`config.mk`:
```
export PLATFORM = sky130hd
export DESIGN_NAME = usb_linestate_logger
export DESIGN_NICKNAME = d
export VERILOG_FILES = /design/src/rtl/usb_linestate_logger.sv
export SDC_FILE = /design/constraint.sdc
export NUM_CORES = 1
export LEC_CHECK = 0
export CAP_MARGIN = 30
export CORE_AREA = 2 2 120 122
export CTS_CLUSTER_SIZE = 24
export DETAILED_ROUTE_END_ITERATION = 8
export DIE_AREA = 0 0 122 124
export GPL_TIMING_DRIVEN = 0
export HOLD_SLACK_MARGIN = 0.05
export PLACE_DENSITY_LB_ADDON = 0.15
export RECOVER_POWER = 100
export SLEW_MARGIN = 20
export SYNTH_ARGS = -nofsm -noshare
export SYNTH_HDL_FRONTEND = slang
export SYNTH_SLANG_ARGS = --single-unit
export TNS_END_PERCENT = 50
```
`constraint.sdc`:
```
create_clock -name CLK -period 3.79 [get_ports CLK]
set_clock_uncertainty 0.05 [all_clocks]
set_input_delay 1.137 -clock CLK [delete_from_list [all_inputs] [get_ports CLK]]
set_output_delay 1.137 -clock CLK [all_outputs]
set_load 0.02 [all_outputs]
```
`src/rtl/usb_linestate_logger.sv`:
```
// usb_linestate_logger: glitch-filtered USB D+/D- line-state change logger feeding buart through a byte FIFO.
// Define LINESTATE_OVF_MARK_EN to append a "!" marker to the stream after events were dropped.
module usb_linestate_logger #(
    parameter int unsigned STABLE_CYCLES = 4,
    parameter int unsigned FIFO_AW       = 4,
    parameter logic [23:0] ACT_CYCLES    = 24'd1200000
) (
    input  logic       CLK,
    input  logic       RESETQ,
    input  logic       USB_DP,
    input  logic       USB_DM,
    input  logic       uart_busy,
    output logic       uart_wr,
    output logic [7:0] tx_data,
    output logic [1:0] line_state,
    output logic       overflow,
    output logic       ACTIVITY
);
    localparam int CW = $clog2(STABLE_CYCLES + 1);
    localparam logic [CW-1:0] STABLE  = CW'(STABLE_CYCLES);
    localparam logic [CW-1:0] CNT_ONE = CW'(1);

    typedef enum logic [1:0] {IDLE, STROBE, GUARD} tx_state_e;

    logic [1:0]       sync1_q, sync2_q, cand_q, cand_d, line_q, line_d;
    logic [CW-1:0]    cnt_q, cnt_d;
    logic             ev;
    logic [7:0]       ev_code, push_data, head;
    logic [FIFO_AW:0] wr_ptr_q, wr_ptr_d, rd_ptr_q, rd_ptr_d;
    logic [7:0]       mem_q [2**FIFO_AW];
    logic             full, empty, pop, push, drop;
    logic             ovf_q, ovf_d;
    tx_state_e        state_q, state_d;
    logic             uart_wr_q, uart_wr_d;
    logic [7:0]       tx_data_q, tx_data_d;
    logic [23:0]      act_q, act_d;
`ifdef LINESTATE_OVF_MARK_EN
    logic             mark_q, mark_d, mark_push;
`endif

    always_comb begin
        cand_d = cand_q;
        cnt_d  = cnt_q;
        line_d = line_q;
        ev     = 1'b0;
        if (sync2_q != cand_q) begin
            cand_d = sync2_q;
            cnt_d  = CNT_ONE;
        end else if (cand_q != line_q) begin
            if (cnt_q >= STABLE - CNT_ONE) begin
                line_d = cand_q;
                ev     = 1'b1;
            end
            if (cnt_q != STABLE) cnt_d = cnt_q + CNT_ONE;
        end
    end

    assign ev_code = (cand_q == 2'b00) ? 8'h30 :
                     (cand_q == 2'b10) ? 8'h70 :
                     (cand_q == 2'b01) ? 8'h6D : 8'h31;

    assign full  = (wr_ptr_q[FIFO_AW] != rd_ptr_q[FIFO_AW]) &&
                   (wr_ptr_q[FIFO_AW-1:0] == rd_ptr_q[FIFO_AW-1:0]);
    assign empty = wr_ptr_q == rd_ptr_q;
    assign head  = mem_q[rd_ptr_q[FIFO_AW-1:0]];
    assign pop   = (state_q == IDLE) && !empty && !uart_busy;
    // A pop on the same edge frees a slot, so a push at full is still accepted.
    assign drop  = ev && full && !pop;

    always_comb begin
`ifdef LINESTATE_OVF_MARK_EN
        mark_push = mark_q && !ev && !full;
        push      = (ev && (!full || pop)) || mark_push;
        push_data = ev ? ev_code : 8'h21;
        mark_d    = (mark_q && !mark_push) || drop;
`else
        push      = ev && (!full || pop);
        push_data = ev_code;
`endif
        wr_ptr_d  = wr_ptr_q + {{FIFO_AW{1'b0}}, push};
        rd_ptr_d  = rd_ptr_q + {{FIFO_AW{1'b0}}, pop};
        ovf_d     = ovf_q || drop;
        state_d   = (state_q == IDLE) ? (pop ? STROBE : IDLE) :
                    (state_q == STROBE) ? GUARD : IDLE;
        uart_wr_d = pop;
        tx_data_d = pop ? head : tx_data_q;
        act_d     = ev ? ACT_CYCLES : (act_q != 24'd0) ? act_q - 24'd1 : act_q;
    end

    always_ff @(posedge CLK) begin
        if (push) mem_q[wr_ptr_q[FIFO_AW-1:0]] <= push_data;
    end

    always_ff @(posedge CLK or negedge RESETQ) begin
        if (!RESETQ) begin
            sync1_q   <= 2'b00;
            sync2_q   <= 2'b00;
            cand_q    <= 2'b00;
            cnt_q     <= '0;
            line_q    <= 2'b00;
            wr_ptr_q  <= '0;
            rd_ptr_q  <= '0;
            ovf_q     <= 1'b0;
            state_q   <= IDLE;
            uart_wr_q <= 1'b0;
            tx_data_q <= 8'h00;
            act_q     <= 24'd0;
`ifdef LINESTATE_OVF_MARK_EN
            mark_q    <= 1'b0;
`endif
        end else begin
            sync1_q   <= {USB_DP, USB_DM};
            sync2_q   <= sync1_q;
            cand_q    <= cand_d;
            cnt_q     <= cnt_d;
            line_q    <= line_d;
            wr_ptr_q  <= wr_ptr_d;
            rd_ptr_q  <= rd_ptr_d;
            ovf_q     <= ovf_d;
            state_q   <= state_d;
            uart_wr_q <= uart_wr_d;
            tx_data_q <= tx_data_d;
            act_q     <= act_d;
`ifdef LINESTATE_OVF_MARK_EN
            mark_q    <= mark_d;
`endif
        end
    end

    assign uart_wr    = uart_wr_q;
    assign tx_data    = tx_data_q;
    assign line_state = line_q;
    assign overflow   = ovf_q;
    assign ACTIVITY   = act_q != 24'd0;
endmodule

```
Word-level counts from Yosys, hierarchy flattened:

Memories as Yosys holds them, arrays and structs flattened. A register that Yosys moved wholly into a read port is not among the register bits.
Cells that the tools add are included.
Widths: inputs -> output; s select.

* register bits after elaboration: 57
* latch bits: 0
* RAM bits: 112
* memory bits (read-only): 0
* input port bits: 5
* output and inout port bits: 13
* memories: 1

Memories
* mem_q: words 16, width 7, read ports 1, clocked after Yosys merged registers in 1, write ports 1, line 30 `logic [7:0] mem_q [2**FIFO_AW];`

* $add $sub $neg: 4
* multiply operators: 0
* divide/modulo/power cells: 0
* $lt $le $gt $ge: 1
* equality and inequality tests: 9
* shifts and indexed selects: 0
* mux-type cells: 16
* bitwise operators: 1
* reduce and logical (&&, ||, !) cells: 21

Operator list (number)
* $mux 24: 2
* $reduce_bool 24->1: 1
* $sub 24x1->24 const B: 1
* $mux 7: 3
* $add 5x1->5: 2
* $mux 3: 3
* $logic_and 1x1->1: 6
* $mux 1: 6
* $reduce_bool 2->1: 3
* $eq 5x5->1: 1
* $logic_not 1->1: 5
* $eq 2x1->1 const B: 2
* $eq 4x4->1: 1
* $logic_not 2->1: 2
* $mux 2: 2
* $ne 2x2->1: 2
* $add 3x1->3 const B: 1
* $ge 3x2->1 const B: 1
* $ne 3x3->1 const B: 1
* $reduce_and 3->1: 1
* $eq 2x2->1 const B: 1
* $logic_or 1x1->1: 2
* $reduce_and 2->1: 1
* $ne 1x1->1: 1
* $not 1->1: 1

Depth between registers and ports, before layout:

Gate-level depths: netlist of run 1.

* word-level depth: 8
* mapped depth: 11
* depth with buffers taken out: 11

Worst setup path after synthesis of run 1:

No wires, ideal clock.

* kind: register to output
* from: register act_q[6]
* to: output ACTIVITY
* arrival: 1.589 ns
* required time: 2.603 ns
* setup slack: 1.014 ns
* stages on the path, launching flop included: 4
* buffers on the path: 0
* path through: dfrtp_1 > or4_4 > nor3_2 > nand3_1

* longest elaborated chain between the ends: 1

Ends and longest elaborated chain
* start, declared: line 36 `logic [23:0] act_q, act_d;`
* start signal, assigned: line 123 `act_q <= act_d;`
* $reduce_bool 24->1: line 134 `assign ACTIVITY = act_q != 24'd0;`
* end, declared: line 17 `output logic ACTIVITY`

No other way between the ends.

Final worst setup path of run 1:

Same ends and word-level chain as after synthesis.

==> impl_table.tex, run 1 <==
\begin{tabular}{lr}
\hline
Metric & Value \\
\hline
\multicolumn{2}{l}{\textbf{Status}} \\
Status & complete, no violations \\
\multicolumn{2}{l}{\textbf{Timing}} \\
Max Transition Viols Final & 0 \\
Max Freq & 0.2815 GHz \\
Final count of negative-setup-slack endpoints & 0 \\
Unrepaired setup endpoints after global routing & no \\
Period Utilization, post-route & a little over nine tenths \\
Number of hold violations in the final report & 0 \\
Min cycle time layout & about 3.6 ns \\
Headroom to the max-slew limit & 8.310\% \\
Transition at the pin with the smallest max-transition slack & between 1 and 1.5 ns \\
Worst path setup slack after routing & $\sim$0.24 ns \\
\multicolumn{2}{l}{\textbf{Flow run}} \\
Maxcap violations & 0 \\
\multicolumn{2}{l}{\textbf{Die}} \\
Die Span Y & roughly 120 µm \\
Standard-cell rows & 43 \\
Horiz. Die Dim & $\sim$120 µm \\
Core ar. & 0.01372 mm² \\
Die footprint & 0.01513 mm² \\
Boundary pin count & 18 \\
Starting utilization of the core area & 37.59\% \\
\multicolumn{2}{l}{\textbf{Clock tree}} \\
TritonCTS buffer count & 17 \\
Maximum count of clock buffers along a single path & 2 \\
Clock tree from TritonCTS & done \\
Post-CTS setup repair buffer count & 0 \\
Worst-path clk slew & 0.05 ns \\
Clock Sinks & 118 \\
Cts-stage hold buffer count & 0 \\
Level count of the clock H-tree & 4 \\
Cell chosen for the clock root & clkbuf\_16 \\
Number of gates resized after CTS & 3 \\
Clock insertion delay at the later pin of the skew report & between 0.4 and 0.5 ns \\
\multicolumn{2}{l}{\textbf{Finish}} \\
Multi-input combinational cell area & 0.001735 mm² \\
Number of diodes added for antenna fixing & 0 \\
Most common cell after layout, fill and taps aside & edfxtp\_1 \\
Most used cells in the layout excluding fill and tap cells & edfxtp\_1, dfrtp\_1, nor2\_1, nand2\_1 \\
Area growth syn-to-layout & 16.91\% \\
Post-layout instance area & roughly 0.0060 mm² \\
Total number of nets in the final design & 430 \\
Total area of sequential cells & 0.003273 mm² \\
\# fillers & 1263 \\
Layout cells sized above 1 & around 13\% \\
\multicolumn{2}{l}{\textbf{Worst hold path}} \\
HP Class & reg -> reg \\
Depth of the worst hold-timing path & 0 \\
\multicolumn{2}{l}{\textbf{Global route}} \\
First-pass GRT wire length & 16860 µm \\
Pin count of the biggest net entering global routing & 55 \\
Global-route total usage across every layer & 15.18\% \\
Number of global-route vias before repair & 3278 \\
Number of antenna violations at the first check in global routing & 0 \\
Overall overflow remaining after global route & 0 \\
\multicolumn{2}{l}{\textbf{Logic synthesis}} \\
Number of flops mapped to enable cells by yosys & 64 \\
Number of library cell types mapped by synthesis & $\sim$50 \\
Synth top area share & 37.26\% \\
Synth area leader & edfxtp\_1 \\
Register area share after synthesis & 63.46\% \\
Mean Syn Cell Area & roughly 14 µm² \\
Largest cells by area after synthesis & edfxtp\_1, dfrtp\_1, mux4\_2, ha\_1, nor2\_1 \\
Fraction of synthesis flops using an asynchronous set or reset pin & 45.76\% \\
Post-Synthesis Cell Area & 0.005157 mm² \\
Gate count after technology mapping & 376 \\
Yosys warning total & 0 \\
Number of register bits inferred by synthesis & $\sim$120 \\
Synth Flop Type & edfxtp\_1 \\
\multicolumn{2}{l}{\textbf{Setup path}} \\
FF-to-FF setup slack & $\sim$0.5 ns \\
Required time worst endpoint & 2.60 ns \\
Critical-path cell list & or4\_4 > nor3\_2 > nand3\_2 > dlygate4sd2\_1 \\
Critical path peak fanout & 10 \\
Data arrival time at the worst-slack endpoint & 2.37 ns \\
CP startpoint kind & flip-flop \\
R2R depth & 9 \\
Class of the most critical setup path & reg -> out \\
Critical Path End Type & output port \\
Critical path's largest stage delay & 0.56 ns \\
Cell with the largest stage delay on the worst path & or4\_4 \\
\multicolumn{2}{l}{\textbf{Power}} \\
Peak supply drop & 0.0004182 V \\
Static Leak & between 2 and 2.5 nW \\
Power density over the cells & 725.1 mW/mm² \\
\multicolumn{2}{l}{\textbf{Placement}} \\
Detail Placement HPWL & roughly 6700 µm \\
GPL Wtd Cong & 0.7384 \\
DP Area & 0.005534 mm² \\
Number of I/O port buffers & 15 \\
Setup Slack @ Placement & about 0.24 ns \\
\multicolumn{2}{l}{\textbf{Route}} \\
Routed Antenna Nets & 0 \\
First-pass DRT Iterations & 4 \\
Vias per Instance & 5.064 \\
Remaining design rule violation count & 0 \\
Wirelength per Cell & 16.73 µm \\
Count of routing violations after the opening detailed-route iteration & 359 \\
Vias & 3064 \\
Detailed Route WL & $\sim$10000 µm \\
\hline
\end{tabular}
==> where the power goes <==
group | total [mW] | switching [mW] | internal [mW] | leakage [nW]
combinational | 1.20 | 0.661 | 0.534 | 0.766
sequential | 1.75 | 0.186 | 1.57 | 1.23
clock | 1.43 | 0.544 | 0.882 | 0.241
==> cell type report <==
class	count	share of cell area, %
well taps	180	3.735
inverters	13	0.8093
clock buffers	20	7.242
clock inverters	12	1.453
plain buffers	17	1.245
repair buffers	16	2.449
flip-flops and latches	118	54.29
multi-input cells	229	28.78
==> cell usage after synthesis (all sizes together), types with 2 or more instances <==
| cell type | number |
|---|---|
| nand2b | 5 |
| a211oi | 2 |
| mux2 | 4 |
| buf | 5 |
| mux4 | 16 |
| nor2 | 37 |
| nand2 | 23 |
| and4 | 3 |
| a311oi | 2 |
| or4 | 3 |
| inv | 13 |
| clkbuf | 12 |
| o2111ai | 2 |
| nor2b | 4 |
| o21ai | 9 |
| ha | 13 |
| nor3 | 13 |
| xor2 | 15 |
| a21oi | 5 |
| nand3 | 18 |
| or2 | 2 |
| edfxtp | 64 |
| or3 | 4 |
| dfrtp | 54 |
| nor4 | 8 |
| o211ai | 3 |
| xnor2 | 14 |
| a31oi | 3 |
| and3 | 3 |
| nand3b | 3 |
| a22oi | 4 |
==> metal layers <==
metal / global-route usage (%) / up-vias / part of all wire [%]
met2: 24.48 / 60 / 49
li1: - / 1456 / -
met1: 19.26 / 1537 / 46
met4: 6.178 / 0 / 1.3
met5: 0 / - / 0
met3: 4.533 / 11 / 4.3
==> final timing paths <==
check,from,endpoint
max in group asynchronous,RESETQ,cand_q[0]$_DFFE_PN0P_
setup reg to reg,cnt_q[1]$_DFFE_PN0P_,mem_q[1][6]$_DFFE_PP_
hold / removal,sync1_q[0]$_DFF_PN0_,sync2_q[0]$_DFF_PN0_
hold reg to reg,sync1_q[0]$_DFF_PN0_,sync2_q[0]$_DFF_PN0_
min in group asynchronous,RESETQ,act_q[23]$_DFFE_PN0P_
setup / recovery,act_q[6]$_DFFE_PN0P_,ACTIVITY
==> sequential cells by signal, summed over array words and instances, names as in the netlist, 3 cells and up <==
signal,cells
tx_data,5
mem_q,64
act_q,24
cnt_q,3
wr_ptr_q,5
rd_ptr_q,5
==> worst max-delay path: cells and delay by family (launching register included) <==
kind / cells / cell delay, ns
buffers and inverters: 1 / 0.40
and+or+nand+nor: 3 / 1.12
DFF: 1 / 0.42
==> through the flow <==
| stage | std cells | utilization, % | TNS [ns] | hold slack, ns | total power, mW |
|---|---|---|---|---|---|
| after floorplan | 377 | - | 0 | 0.2812 | 2.634 |
| after global placement | 572 | 40.36 | -11.61 | 0.2842 | 2.989 |
| after detailed placement | 572 | 40.34 | 0 | 0.2897 | 3.014 |
| after CTS | 604 | 44.23 | 0 | 0.3007 | 4.467 |
| after global routing | 605 | 43.95 | 0 | 0.3158 | 4.644 |
| final | 605 | 43.95 | 0 | 0.3001 | 4.372 |
==> cell families after synthesis <==
| group | after synthesis | synth area share (%) |
|---|---|---|
| mux | 21 | 8.054 |
| compound gates | 35 | 4.682 |
| buf+inv | 30 | 2.426 |
| flops | 118 | 63.46 |
| simple gates | 129 | 13.22 |
| fa+ha+maj | 13 | 3.154 |
| xor+xnor | 29 | 4.925 |
| other cells | 1 | 0.07271 |
No activity file was read; power rests on OpenSTA's default activity.
==> run 2: changes to the inputs <==
--- a/config.mk
+++ b/config.mk
@@ -11,7 +11,6 @@
 export DETAILED_ROUTE_END_ITERATION = 8
 export DIE_AREA = 0 0 122 124
 export GPL_TIMING_DRIVEN = 0
-export HOLD_SLACK_MARGIN = 0.05
 export PLACE_DENSITY_LB_ADDON = 0.15
 export RECOVER_POWER = 100
 export SLEW_MARGIN = 20
==> results of run 2 <==
No change in the layout: final DEF, timing and power equal those of run 1.
